[config.mk]
export PLATFORM = sky130hd
export DESIGN_NAME = cache_control_flat
export DESIGN_NICKNAME = d
export VERILOG_FILES = /design/src/rtl/cache_control_if.sv /design/src/rtl/cache_control.sv /design/src/flat_wrapper.sv
export SDC_FILE = /design/constraint.sdc
export NUM_CORES = 1
export LEC_CHECK = 0
export BUFFER_PORTS_ARGS = -buffer_cell sky130_fd_sc_hd__buf_4
export CAP_MARGIN = 15
export CORE_AREA = 2 2 39 41
export CTS_BUF_LIST = sky130_fd_sc_hd__clkbuf_4 sky130_fd_sc_hd__clkbuf_8 sky130_fd_sc_hd__clkbuf_16
export CTS_CLUSTER_SIZE = 8
export DETAILED_ROUTE_END_ITERATION = 7
export DIE_AREA = 0 0 41 43
export PLACE_DENSITY = 0.38
export REMOVE_ABC_BUFFERS = 1
export SYNTH_ARGS = -nofsm -noshare
export SYNTH_HDL_FRONTEND = slang
export SYNTH_SLANG_ARGS = --single-unit
[constraint.sdc]
create_clock -name clk -period 1.55 [get_ports clk]
set_input_delay 0.0775 -clock clk [delete_from_list [all_inputs] [get_ports clk]]
set_output_delay 0.0775 -clock clk [all_outputs]
set_load 0.005 [all_outputs]
[src/rtl/cache_control_if.sv]
// CPU, tag/data array and memory signals seen by the cache controller.
// Counter outputs exist only when CACHE_PERF_CNT_EN is defined.
interface cache_control_if;
    logic mem_read;
    logic mem_write;
    logic mem_resp;
    logic hit;
    logic valid;
    logic dirty;
    logic load_data;
    logic load_tag;
    logic load_valid;
    logic load_dirty;
    logic dirty_in;
    logic data_sel;
    logic pmem_read;
    logic pmem_write;
    logic pmem_resp;
    logic addr_sel;
`ifdef CACHE_PERF_CNT_EN
    logic [31:0] hit_count;
    logic [31:0] miss_count;
    logic [31:0] wb_count;
`endif

    modport master (
        input  mem_read,
        input  mem_write,
        input  hit,
        input  valid,
        input  dirty,
        input  pmem_resp,
        output mem_resp,
        output load_data,
        output load_tag,
        output load_valid,
        output load_dirty,
        output dirty_in,
        output data_sel,
        output pmem_read,
        output pmem_write,
        output addr_sel
`ifdef CACHE_PERF_CNT_EN
        ,
        output hit_count,
        output miss_count,
        output wb_count
`endif
    );

    modport slave (
        output mem_read,
        output mem_write,
        output hit,
        output valid,
        output dirty,
        output pmem_resp,
        input  mem_resp,
        input  load_data,
        input  load_tag,
        input  load_valid,
        input  load_dirty,
        input  dirty_in,
        input  data_sel,
        input  pmem_read,
        input  pmem_write,
        input  addr_sel
`ifdef CACHE_PERF_CNT_EN
        ,
        input  hit_count,
        input  miss_count,
        input  wb_count
`endif
    );
endinterface

[src/rtl/cache_control.sv]
// Write-back cache controller FSM: IDLE / WRITEBACK / ALLOCATE.
// Optional saturating perf counters when CACHE_PERF_CNT_EN is defined.
module cache_control (
    input logic             clk,
    input logic             rst,
    cache_control_if.master bus
);

    typedef enum logic [1:0] {
        IDLE,
        WRITEBACK,
        ALLOCATE
    } state_e;

    state_e state_q;
    state_e state_d;

    logic req;
    logic wr;

    // A simultaneous read and write is handled as a write.
    assign req = bus.mem_read | bus.mem_write;
    assign wr  = bus.mem_write;

    always_ff @(posedge clk) begin
        if (rst) begin
            state_q <= IDLE;
        end else begin
            state_q <= state_d;
        end
    end

    always_comb begin
        state_d        = state_q;
        bus.mem_resp   = 1'b0;
        bus.load_data  = 1'b0;
        bus.load_tag   = 1'b0;
        bus.load_valid = 1'b0;
        bus.load_dirty = 1'b0;
        bus.dirty_in   = 1'b0;
        bus.data_sel   = 1'b0;
        bus.pmem_read  = 1'b0;
        bus.pmem_write = 1'b0;
        bus.addr_sel   = 1'b0;
        unique case (state_q)
            IDLE: begin
                if (req) begin
                    if (bus.hit) begin
                        bus.mem_resp = 1'b1;
                        if (wr) begin
                            bus.load_data  = 1'b1;
                            bus.load_dirty = 1'b1;
                            bus.dirty_in   = 1'b1;
                        end
                    end else if (bus.valid && bus.dirty) begin
                        state_d = WRITEBACK;
                    end else begin
                        state_d = ALLOCATE;
                    end
                end
            end
            WRITEBACK: begin
                bus.pmem_write = 1'b1;
                bus.addr_sel   = 1'b1;
                if (bus.pmem_resp) begin
                    state_d = ALLOCATE;
                end
            end
            ALLOCATE: begin
                bus.pmem_read = 1'b1;
                // Refill lands on the response cycle; line comes back clean.
                if (bus.pmem_resp) begin
                    bus.load_data  = 1'b1;
                    bus.data_sel   = 1'b1;
                    bus.load_tag   = 1'b1;
                    bus.load_valid = 1'b1;
                    bus.load_dirty = 1'b1;
                    state_d        = IDLE;
                end
            end
            default: begin
                state_d = IDLE;
            end
        endcase
    end

`ifdef CACHE_PERF_CNT_EN
    logic        hit_ev;
    logic        miss_ev;
    logic        wb_ev;
    logic [31:0] hit_cnt_q;
    logic [31:0] hit_cnt_d;
    logic [31:0] miss_cnt_q;
    logic [31:0] miss_cnt_d;
    logic [31:0] wb_cnt_q;
    logic [31:0] wb_cnt_d;

    assign hit_ev  = (state_q == IDLE) && req && bus.hit;
    assign miss_ev = (state_q == IDLE) && req && !bus.hit;
    assign wb_ev   = (state_q == WRITEBACK) && bus.pmem_resp;

    always_comb begin
        hit_cnt_d  = hit_cnt_q;
        miss_cnt_d = miss_cnt_q;
        wb_cnt_d   = wb_cnt_q;
        if (hit_ev && (hit_cnt_q != 32'hFFFF_FFFF)) begin
            hit_cnt_d = hit_cnt_q + 32'd1;
        end
        if (miss_ev && (miss_cnt_q != 32'hFFFF_FFFF)) begin
            miss_cnt_d = miss_cnt_q + 32'd1;
        end
        if (wb_ev && (wb_cnt_q != 32'hFFFF_FFFF)) begin
            wb_cnt_d = wb_cnt_q + 32'd1;
        end
    end

    always_ff @(posedge clk) begin
        if (rst) begin
            hit_cnt_q  <= 32'd0;
            miss_cnt_q <= 32'd0;
            wb_cnt_q   <= 32'd0;
        end else begin
            hit_cnt_q  <= hit_cnt_d;
            miss_cnt_q <= miss_cnt_d;
            wb_cnt_q   <= wb_cnt_d;
        end
    end

    assign bus.hit_count  = hit_cnt_q;
    assign bus.miss_count = miss_cnt_q;
    assign bus.wb_count   = wb_cnt_q;
`endif

endmodule

[src/flat_wrapper.sv]
// flat-port wrapper written by rule: the top's interface ports become plain ports
module cache_control_flat 
  (clk, rst, bus_mem_read, bus_mem_write, bus_hit, bus_valid, bus_dirty, bus_pmem_resp, bus_mem_resp, bus_load_data, bus_load_tag, bus_load_valid, bus_load_dirty, bus_dirty_in, bus_data_sel, bus_pmem_read, bus_pmem_write, bus_addr_sel);
  cache_control_if bus_i ();
  input logic clk;
  input logic rst;
  input wire logic [$bits(bus_i.mem_read)-1:0] bus_mem_read;
  input wire logic [$bits(bus_i.mem_write)-1:0] bus_mem_write;
  input wire logic [$bits(bus_i.hit)-1:0] bus_hit;
  input wire logic [$bits(bus_i.valid)-1:0] bus_valid;
  input wire logic [$bits(bus_i.dirty)-1:0] bus_dirty;
  input wire logic [$bits(bus_i.pmem_resp)-1:0] bus_pmem_resp;
  output wire logic [$bits(bus_i.mem_resp)-1:0] bus_mem_resp;
  output wire logic [$bits(bus_i.load_data)-1:0] bus_load_data;
  output wire logic [$bits(bus_i.load_tag)-1:0] bus_load_tag;
  output wire logic [$bits(bus_i.load_valid)-1:0] bus_load_valid;
  output wire logic [$bits(bus_i.load_dirty)-1:0] bus_load_dirty;
  output wire logic [$bits(bus_i.dirty_in)-1:0] bus_dirty_in;
  output wire logic [$bits(bus_i.data_sel)-1:0] bus_data_sel;
  output wire logic [$bits(bus_i.pmem_read)-1:0] bus_pmem_read;
  output wire logic [$bits(bus_i.pmem_write)-1:0] bus_pmem_write;
  output wire logic [$bits(bus_i.addr_sel)-1:0] bus_addr_sel;
  assign bus_i.mem_read = bus_mem_read;
  assign bus_i.mem_write = bus_mem_write;
  assign bus_i.hit = bus_hit;
  assign bus_i.valid = bus_valid;
  assign bus_i.dirty = bus_dirty;
  assign bus_i.pmem_resp = bus_pmem_resp;
  assign bus_mem_resp = bus_i.mem_resp;
  assign bus_load_data = bus_i.load_data;
  assign bus_load_tag = bus_i.load_tag;
  assign bus_load_valid = bus_i.load_valid;
  assign bus_load_dirty = bus_i.load_dirty;
  assign bus_dirty_in = bus_i.dirty_in;
  assign bus_data_sel = bus_i.data_sel;
  assign bus_pmem_read = bus_i.pmem_read;
  assign bus_pmem_write = bus_i.pmem_write;
  assign bus_addr_sel = bus_i.addr_sel;
  cache_control u_core (.clk(clk), .rst(rst), .bus(bus_i));
endmodule
==> flow_summary.yaml, run 1 <==
run_status:
  status: "completed"
place:
  io_buffers: 17
  place_congestion: 0.613
  placedCellCount: 51
  place_ws_ps: 480
  dp_hpwl_um: 454
synthesis:
  synth_seq_area_share: 0.229
  postSynthCellCount: 22
  avgSynthCellArea_um2: 7.96
  synth_warnings: 0
  synth-seq-cells: 2
  ys_types: 16
  synth_area_um2: 175
worst_hold_path:
  min_from: "rst"
  hold_end: "u_core.state_q[1]"
  hold-path-cell-count: 2
  hold_class: "input port to register"
sta:
  skew_ps: 1.95
  worst_slew_pin_slew_ps: 250
  post-route-period-util: 0.838
  setup_violations: 0
  drv_slew: 0
  slew_headroom: 0.832
  hold_violations: 0
  rsz0062_at_grt: "no"
  fin_crit_ps: 1300
  fmax_mhz: 770
  final.setup.tns_ps: 0
  fin_ws_ps: 251
route:
  num_vias: 207
  vias_per_cell: 3.83
  dr.pass1.iters: 2
  drtAntennaViolNets: 0
  totalWireLength_um: 511
  route.detailed.wl_per_inst_um: 9.46
  dr.first_iter.drc_count: 2
  drc_errors: 0
floorplan:
  std_cell_rows: 14
  fp.dieW_um: 41
  die_h_um: 43
  dieArea_um2: 1760
  io_pins: 18
  core_um2: 1380
  start_util: 0.127
worst_setup_path:
  r2r-end: "u_core.state_q[0]"
  reg2reg_setup_slack_ps: 600
  cp_slowest_cell: "dfxtp_1"
  critical_path_class: "register to output pin"
  critPathLaunchType: "register"
  path_max_fanout: 4
  arrival_ps: 1220
  path_cells: "nor2b_2 -> and2_4 -> or2_1 -> buf_4"
  r2r_cells: 3
  slowest_delay_ps: 320
  crit_path_end_kind: "output pin"
  reg2reg_from: "u_core.state_q[0]"
  required_ps: 1470
cts:
  clk_latency_ps: 220
  clock_path_buffers: 2
  postCtsHoldBufs: 0
  cts_tree: "yes"
  cts_sinks: 2
  clk_pin_slew_ps: 30
  post_cts_buffers: 0
  cts-root-buf: "clkbuf_4"
  cts_buffers: 3
  cts_resized: 0
  cts-htree-levels: 1
cells_and_area:
  top_regs: "u_core.state_q: 2 flops"
  drive_gt1_frac: 0.605
  nNetsFinal: 48
  final_cell_mix: "17 x buf_4, 3 x clkbuf_4, 2 x or2_1, 2 x a21oi_1, 2 x dfxtp_1"
  mostFrequentLayoutCell: "buf_4"
  largest_register_ffs: 2
  utilization: 0.228
  antenna_cells: 0
  regMostFlops: "u_core.state_q"
  area_growth_pct: 80.0
  stdcell_count: 54
job:
  maxCapViolations: 0
power_and_ir_drop:
  power.total_uw: 237
  combPwrFrac: 0.289
  p_leak_uw: 0.000163
  power_frac_seq: 0.242
  power_switching_share: 0.225
  cellPowerDensity_nw_per_um2: 753
  p_sw_uw: 53.4
  peakVddDrop_uv: 268
  clkPwrFrac: 0.468
  p_int_uw: 184
grt:
  grt_start_max_net_pins: 5
  grt_pass1_wl_um: 683
  grt_pass1_vias: 195
  overflow: 0
  antenna_found_initial: 0
  grtUsageTotal: 0.0631
-- cell usage after synthesis (all sizes together) --
library cell	n	share of area
and3	2	0.10
nor2b	1	0.050
mux2i	1	0.057
dfxtp	2	0.23
and2b	1	0.043
nand4	1	0.036
a21oi	2	0.057
and2	1	0.050
nor3	1	0.029
buf	4	0.17
nand2	1	0.021
nand3	1	0.029
nor2	1	0.021
nand2b	1	0.036
or2	2	0.071
-- power by group through the flow --
stage / sequential, uW / combinational [uW] / clock, uW
2_1_floorplan: 57.5 / 26.1 / 0
3_3_place_gp: 57.8 / 69.9 / 0
3_5_place_dp: 58.0 / 70.0 / 0
4_1_cts: 57.4 / 70.1 / 119
5_1_grt: 58.2 / 77.8 / 122
6_report: 57.5 / 68.6 / 111
-- how the worst max path moves through the flow --
stage / from / to / slack (ps) / cells after the start
after floorplan: u_core.state_q[1] / bus_load_data / 600 / 3
after global placement: u_core.state_q[1] / bus_load_data / 500 / 4
after detailed placement: u_core.state_q[1] / bus_load_dirty / 480 / 4
after CTS: u_core.state_q[1] / bus_load_dirty / 240 / 4
after global routing: u_core.state_q[1] / bus_load_dirty / 160 / 4
final: u_core.state_q[1] / bus_load_dirty / 250 / 4
-- critical path: cells and delay by family, from the launching register on --
| family | cells | cell delay (ps) |
|---|---|---|
| flip-flops | 1 | 320 |
| AND/OR/NAND/NOR | 3 | 550 |
| buffers and inverters | 1 | 140 |
-- cell type report --
type	instances	area (um2)
multi-input cells	16	105
repair buffers	17	128
well taps	16	20.0
flip-flops and latches	2	40.0
fillers	159	1070
clock buffers	3	22.5
-- per-layer routing --
| metal | wire length, um | up-vias | track usage |
|---|---|---|---|
| met5 | 0 | - | 0 |
| met4 | 0 | 0 | 0.0600 |
| met3 | 93 | 0 | 0.0471 |
| met2 | 188 | 18 | 0.0688 |
| met1 | 229 | 85 | 0.0735 |
| li1 | - | 104 | - |
-- cells by family (layout without fill, tap and decap cells) --
family / count (synthesis) / after routing / synth area share
multiplexers: 1 / 1 / 0.0571
AO/OA/AOI/OAI: 2 / 2 / 0.0571
AND/OR/NAND/NOR: 13 / 13 / 0.486
buffers and inverters: 4 / 20 / 0.171
flip-flops: 2 / 2 / 0.229
-- through the flow --
stage               cell area, um2  hold slack, ps
detailed placement             293             248
finish                         315            21.2
CTS                            315            13.8
floorplan                      145             147
global route                   315            20.6
global placement               293             248
(Power assumes the default switching activity.)
==> run 2, diff against run 1 <==
clock period = 1.2 ns   (was 1.55 ns; I/O delays follow)
==> flow_summary.yaml, run 2 (same netlist as run 1, synthesis figures left out) <==
floorplan:
  io_pins: 18
  std_cell_rows: 14
  core_um2: 1380
  dieArea_um2: 1760
  die_h_um: 43
  start_util: 0.127
  fp.dieW_um: 41
sta:
  fin_crit_ps: 1220
  fin_ws_ps: -21.0
  rsz0062_at_grt: "yes"
  worst_slew_pin_slew_ps: 237
  post-route-period-util: 1.02
  drv_slew: 0
  fmax_mhz: 819
  setup_violations: 2
  slew_headroom: 0.841
  skew_ps: 5.02
  hold_violations: 0
route:
  drc_errors: 0
  totalWireLength_um: 562
  dr.first_iter.drc_count: 0
  vias_per_cell: 3.76
  route.detailed.wl_per_inst_um: 9.69
  dr.pass1.iters: 1
  drtAntennaViolNets: 0
  num_vias: 218
grt:
  grt_pass1_vias: 204
  overflow: 0
  antenna_found_initial: 0
  grt_start_max_net_pins: 5
  grtUsageTotal: 0.0721
  grt_pass1_wl_um: 800
cts:
  clk_pin_slew_ps: 30
  cts_tree: "yes"
  clock_path_buffers: 2
  cts-root-buf: "clkbuf_4"
  cts_sinks: 2
  cts_buffers: 3
  clk_latency_ps: 220
  cts-htree-levels: 1
place:
  place_congestion: 0.615
  placed_area_um2: 293
  io_buffers: 17
  placedCellCount: 51
cells_and_area:
  nNetsFinal: 52
  final_cell_mix: "18 x buf_4, 3 x clkbuf_4, 2 x a21oi_1, 2 x buf_6"
  mostFrequentLayoutCell: "buf_4"
  stdcell_area_um2: 370
  top_regs: "u_core.state_q: 2 flops"
  utilization: 0.268
  regMostFlops: "u_core.state_q"
  stdcell_count: 58
  area_growth_pct: 111
  drive_gt1_frac: 0.714
  largest_register_ffs: 2
  antenna_cells: 0
worst_setup_path:
  crit_family: "simple AND/OR/NAND/NOR gates"
  slowest_delay_ps: 360
  cp_num_buf_inv: 1
  arrival_ps: 1160
  cp_slowest_cell: "dfxtp_4"
  path_cells: "nor2_2 -> and3_4 -> or2_4 -> buf_6"
  critPathLaunchType: "register"
  path_max_fanout: 4
  required_ps: 1140
  crit_path_end_kind: "output pin"
  critical_path_class: "register to output pin"
power_and_ir_drop:
  p_leak_uw: 0.000188
  peakVddDrop_uv: 365
  cellPowerDensity_nw_per_um2: 891
  power.total_uw: 330
worst_hold_path:
  hold_class: "input port to register"
run_status:
  violations: "negative setup slack"
  status: "complete, but fails checks"
job:
  maxCapViolations: 0
## run 2: worst paths after layout
kind                                   startpoint                end  slack, ps  cells after the start
worst min-delay path                    bus_dirty  u_core.state_q[0]        130                      3
worst max-delay path            u_core.state_q[0]      bus_load_data        -20                      4
worst max register to register  u_core.state_q[1]  u_core.state_q[0]        150                      4
worst min register to register  u_core.state_q[0]  u_core.state_q[1]        600                      3
## run 2: final cells by class
cell class / instances / area [um2]
Clock buffer: 3 / 22.5
Fill cell: 160 / 1010
Multi-Input combinational cell: 16 / 115
Sequential cell: 2 / 45.0
Tap cell: 16 / 20.0
Timing Repair Buffer: 21 / 168
## run 2: through the flow
stage / setup TNS, ps / hold slack [ps] / setup slack, ps
after CTS: -71.7 / 112 / -37.2
final: -41.0 / 128 / -21.0
after global placement: 0 / 230 / 165
after detailed placement: 0 / 237 / 138
after floorplan: 0 / 129 / 263
after global routing: -124 / 133 / -62.7
## run 2: repair_timing
item                                    4_1_cts  5_1_grt
resized for setup                             4        4
hold endpoints to repair                      2        0
pin swaps                                     2        1
endpoints found under the setup margin        2        2
cloned                                        0        0
hold buffers                                  1        0
buffers inserted                              3        0
## run 2: layer usage
layer,up-vias,global-route usage,routed length (um)
met5,-,0,0
met4,0,0.0600,0
met3,0,0.0576,87
met2,18,0.0813,233
met1,88,0.0831,241
li1,112,-,-
## run 2: worst register-to-register path: cells and delay by family (launching register included)
| family | cells | cell delay (ps) |
|---|---|---|
| simple gates | 2 | 360 |
| flops | 1 | 320 |
| compound gates | 1 | 160 |
| buf+inv | 1 | 130 |
## run 2: where the power goes
group | switching [uW] | internal (uW) | total, uW | leakage [uW]
Combinational | 36.3 | 75.8 | 112 | 0.000157
Sequential | 4.42 | 70.1 | 74.5 | 0.0000175
Clock | 33.6 | 110 | 143 | 0.0000138
Total | 74.3 | 256 | 330 | 0.000188
==> run 3, diff against run 2 <==
SETUP_SLACK_MARGIN = 0.1   (was default)
==> flow_summary.yaml, run 3 (same netlist as run 1, synthesis figures left out) <==
cells_and_area:
  top_regs: "u_core.state_q: 2 flops"
  stdcell_count: 59
  mostFrequentLayoutCell: "buf_4"
  regMostFlops: "u_core.state_q"
  final_cell_mix: "13 x buf_4, 8 x buf_6, 3 x clkbuf_4, 2 x a21oi_1"
  stdcell_area_um2: 402
  nFillCells: 156
  drive_gt1_frac: 0.744
  largest_register_ffs: 2
  nNetsFinal: 53
  area_growth_pct: 129
  antenna_cells: 0
route:
  drtAntennaViolNets: 0
  dr.first_iter.drc_count: 0
  vias_per_cell: 3.80
  dr.pass1.iters: 1
  drc_errors: 0
  route.detailed.wl_per_inst_um: 9.85
  num_vias: 224
  totalWireLength_um: 581
floorplan:
  fp.dieW_um: 41
  core_um2: 1380
  io_pins: 18
  start_util: 0.127
  die_h_um: 43
  dieArea_um2: 1760
  std_cell_rows: 14
cts:
  cts-root-buf: "clkbuf_4"
  cts_tree: "yes"
  clk_pin_slew_ps: 30
  clock_path_buffers: 2
  cts-htree-levels: 1
  clk_latency_ps: 220
  cts_buffers: 3
  cts_sinks: 2
sta:
  fin_ws_ps: -15.3
  final.setup.tns_ps: -29.2
  slew_headroom: 0.840
  post-route-period-util: 1.01
  rsz0062_at_grt: "yes"
  fin_crit_ps: 1220
  skew_ps: 4.46
  drv_slew: 0
  fmax_mhz: 823
  setup_violations: 2
  hold_violations: 0
  worst_slew_pin_slew_ps: 238
worst_setup_path:
  critPathLaunchType: "register"
  critical_path_class: "register to output pin"
  cp_slowest_cell: "dfxtp_4"
  arrival_ps: 1160
  path_max_fanout: 4
  slowest_delay_ps: 360
  required_ps: 1140
  crit_path_end_kind: "output pin"
  path_cells: "nor2_2 -> and3_4 -> or2_4 -> buf_6"
place:
  placed_area_um2: 293
  placedCellCount: 51
  io_buffers: 17
  place_ws_ps: 138
  place_congestion: 0.615
power_and_ir_drop:
  peakVddDrop_uv: 370
  p_leak_uw: 0.000198
  cellPowerDensity_nw_per_um2: 854
grt:
  grt_pass1_wl_um: 800
  overflow: 0
  grtUsageTotal: 0.0721
  antenna_found_initial: 0
  grt_start_max_net_pins: 5
  grt_pass1_vias: 204
worst_hold_path:
  hold_class: "input port to register"
run_status:
  violations: "negative setup slack"
  status: "complete, but fails checks"
job:
  maxCapViolations: 0
==> run 3: final cells by class <==
class	count	area [um2]	area share
multi-input cells	16	116	0.290
clock buffers	3	22.5	0.0561
well taps	16	20.0	0.0498
flip-flops and latches	2	45.0	0.112
repair buffers	22	198	0.492
==> run 3: worst paths after layout <==
path	startpoint	to	slack, ps	cells after the start
worst max-delay path	u_core.state_q[0]	bus_load_data	-20	4
worst min-delay path	bus_dirty	u_core.state_q[0]	130	3
worst max register to register	u_core.state_q[1]	u_core.state_q[0]	150	4
worst min register to register	u_core.state_q[0]	u_core.state_q[1]	590	3
==> run 3: repair_timing <==
action                                  CTS  global route
pin swaps                                 2             1
hold endpoints to repair                  2             0
gates resized for setup                   5            10
buffers inserted                          3             1
hold buffers                              1             0
cloned                                    0             0
endpoints found under the setup margin    5             8
==> run 3: power breakdown <==
part	internal [uW]	total, uW	switching (uW)
combinational	86.1	126	39.6
clock	110	143	33.1
sequential	70.1	74.3	4.20
total	266	343	76.9
==> run 3: per-stage QoR <==
step | total power, uW | hold WS (ps) | utilization
after floorplan | 108 | 129 | -
after global placement | 165 | 230 | 0.212
after detailed placement | 166 | 237 | 0.212
after CTS | 336 | 112 | 0.259
after global routing | 377 | 133 | 0.290
final | 343 | 126 | 0.290
==> run 3: critical path, delay by kind of cell, from the launching register on <==
family	cells	cell delay, ps
buffers and inverters	1	120
flip-flops	1	360
AND/OR/NAND/NOR	3	460
==> run 3: layer usage <==
layer | vias up | part of all wire | global-route usage
li1 | 115 | - | -
met4 | 0 | 0 | 0.0600
met2 | 18 | 0.44 | 0.0813
met1 | 91 | 0.41 | 0.0831
met5 | - | 0 | 0
met3 | 0 | 0.15 | 0.0576
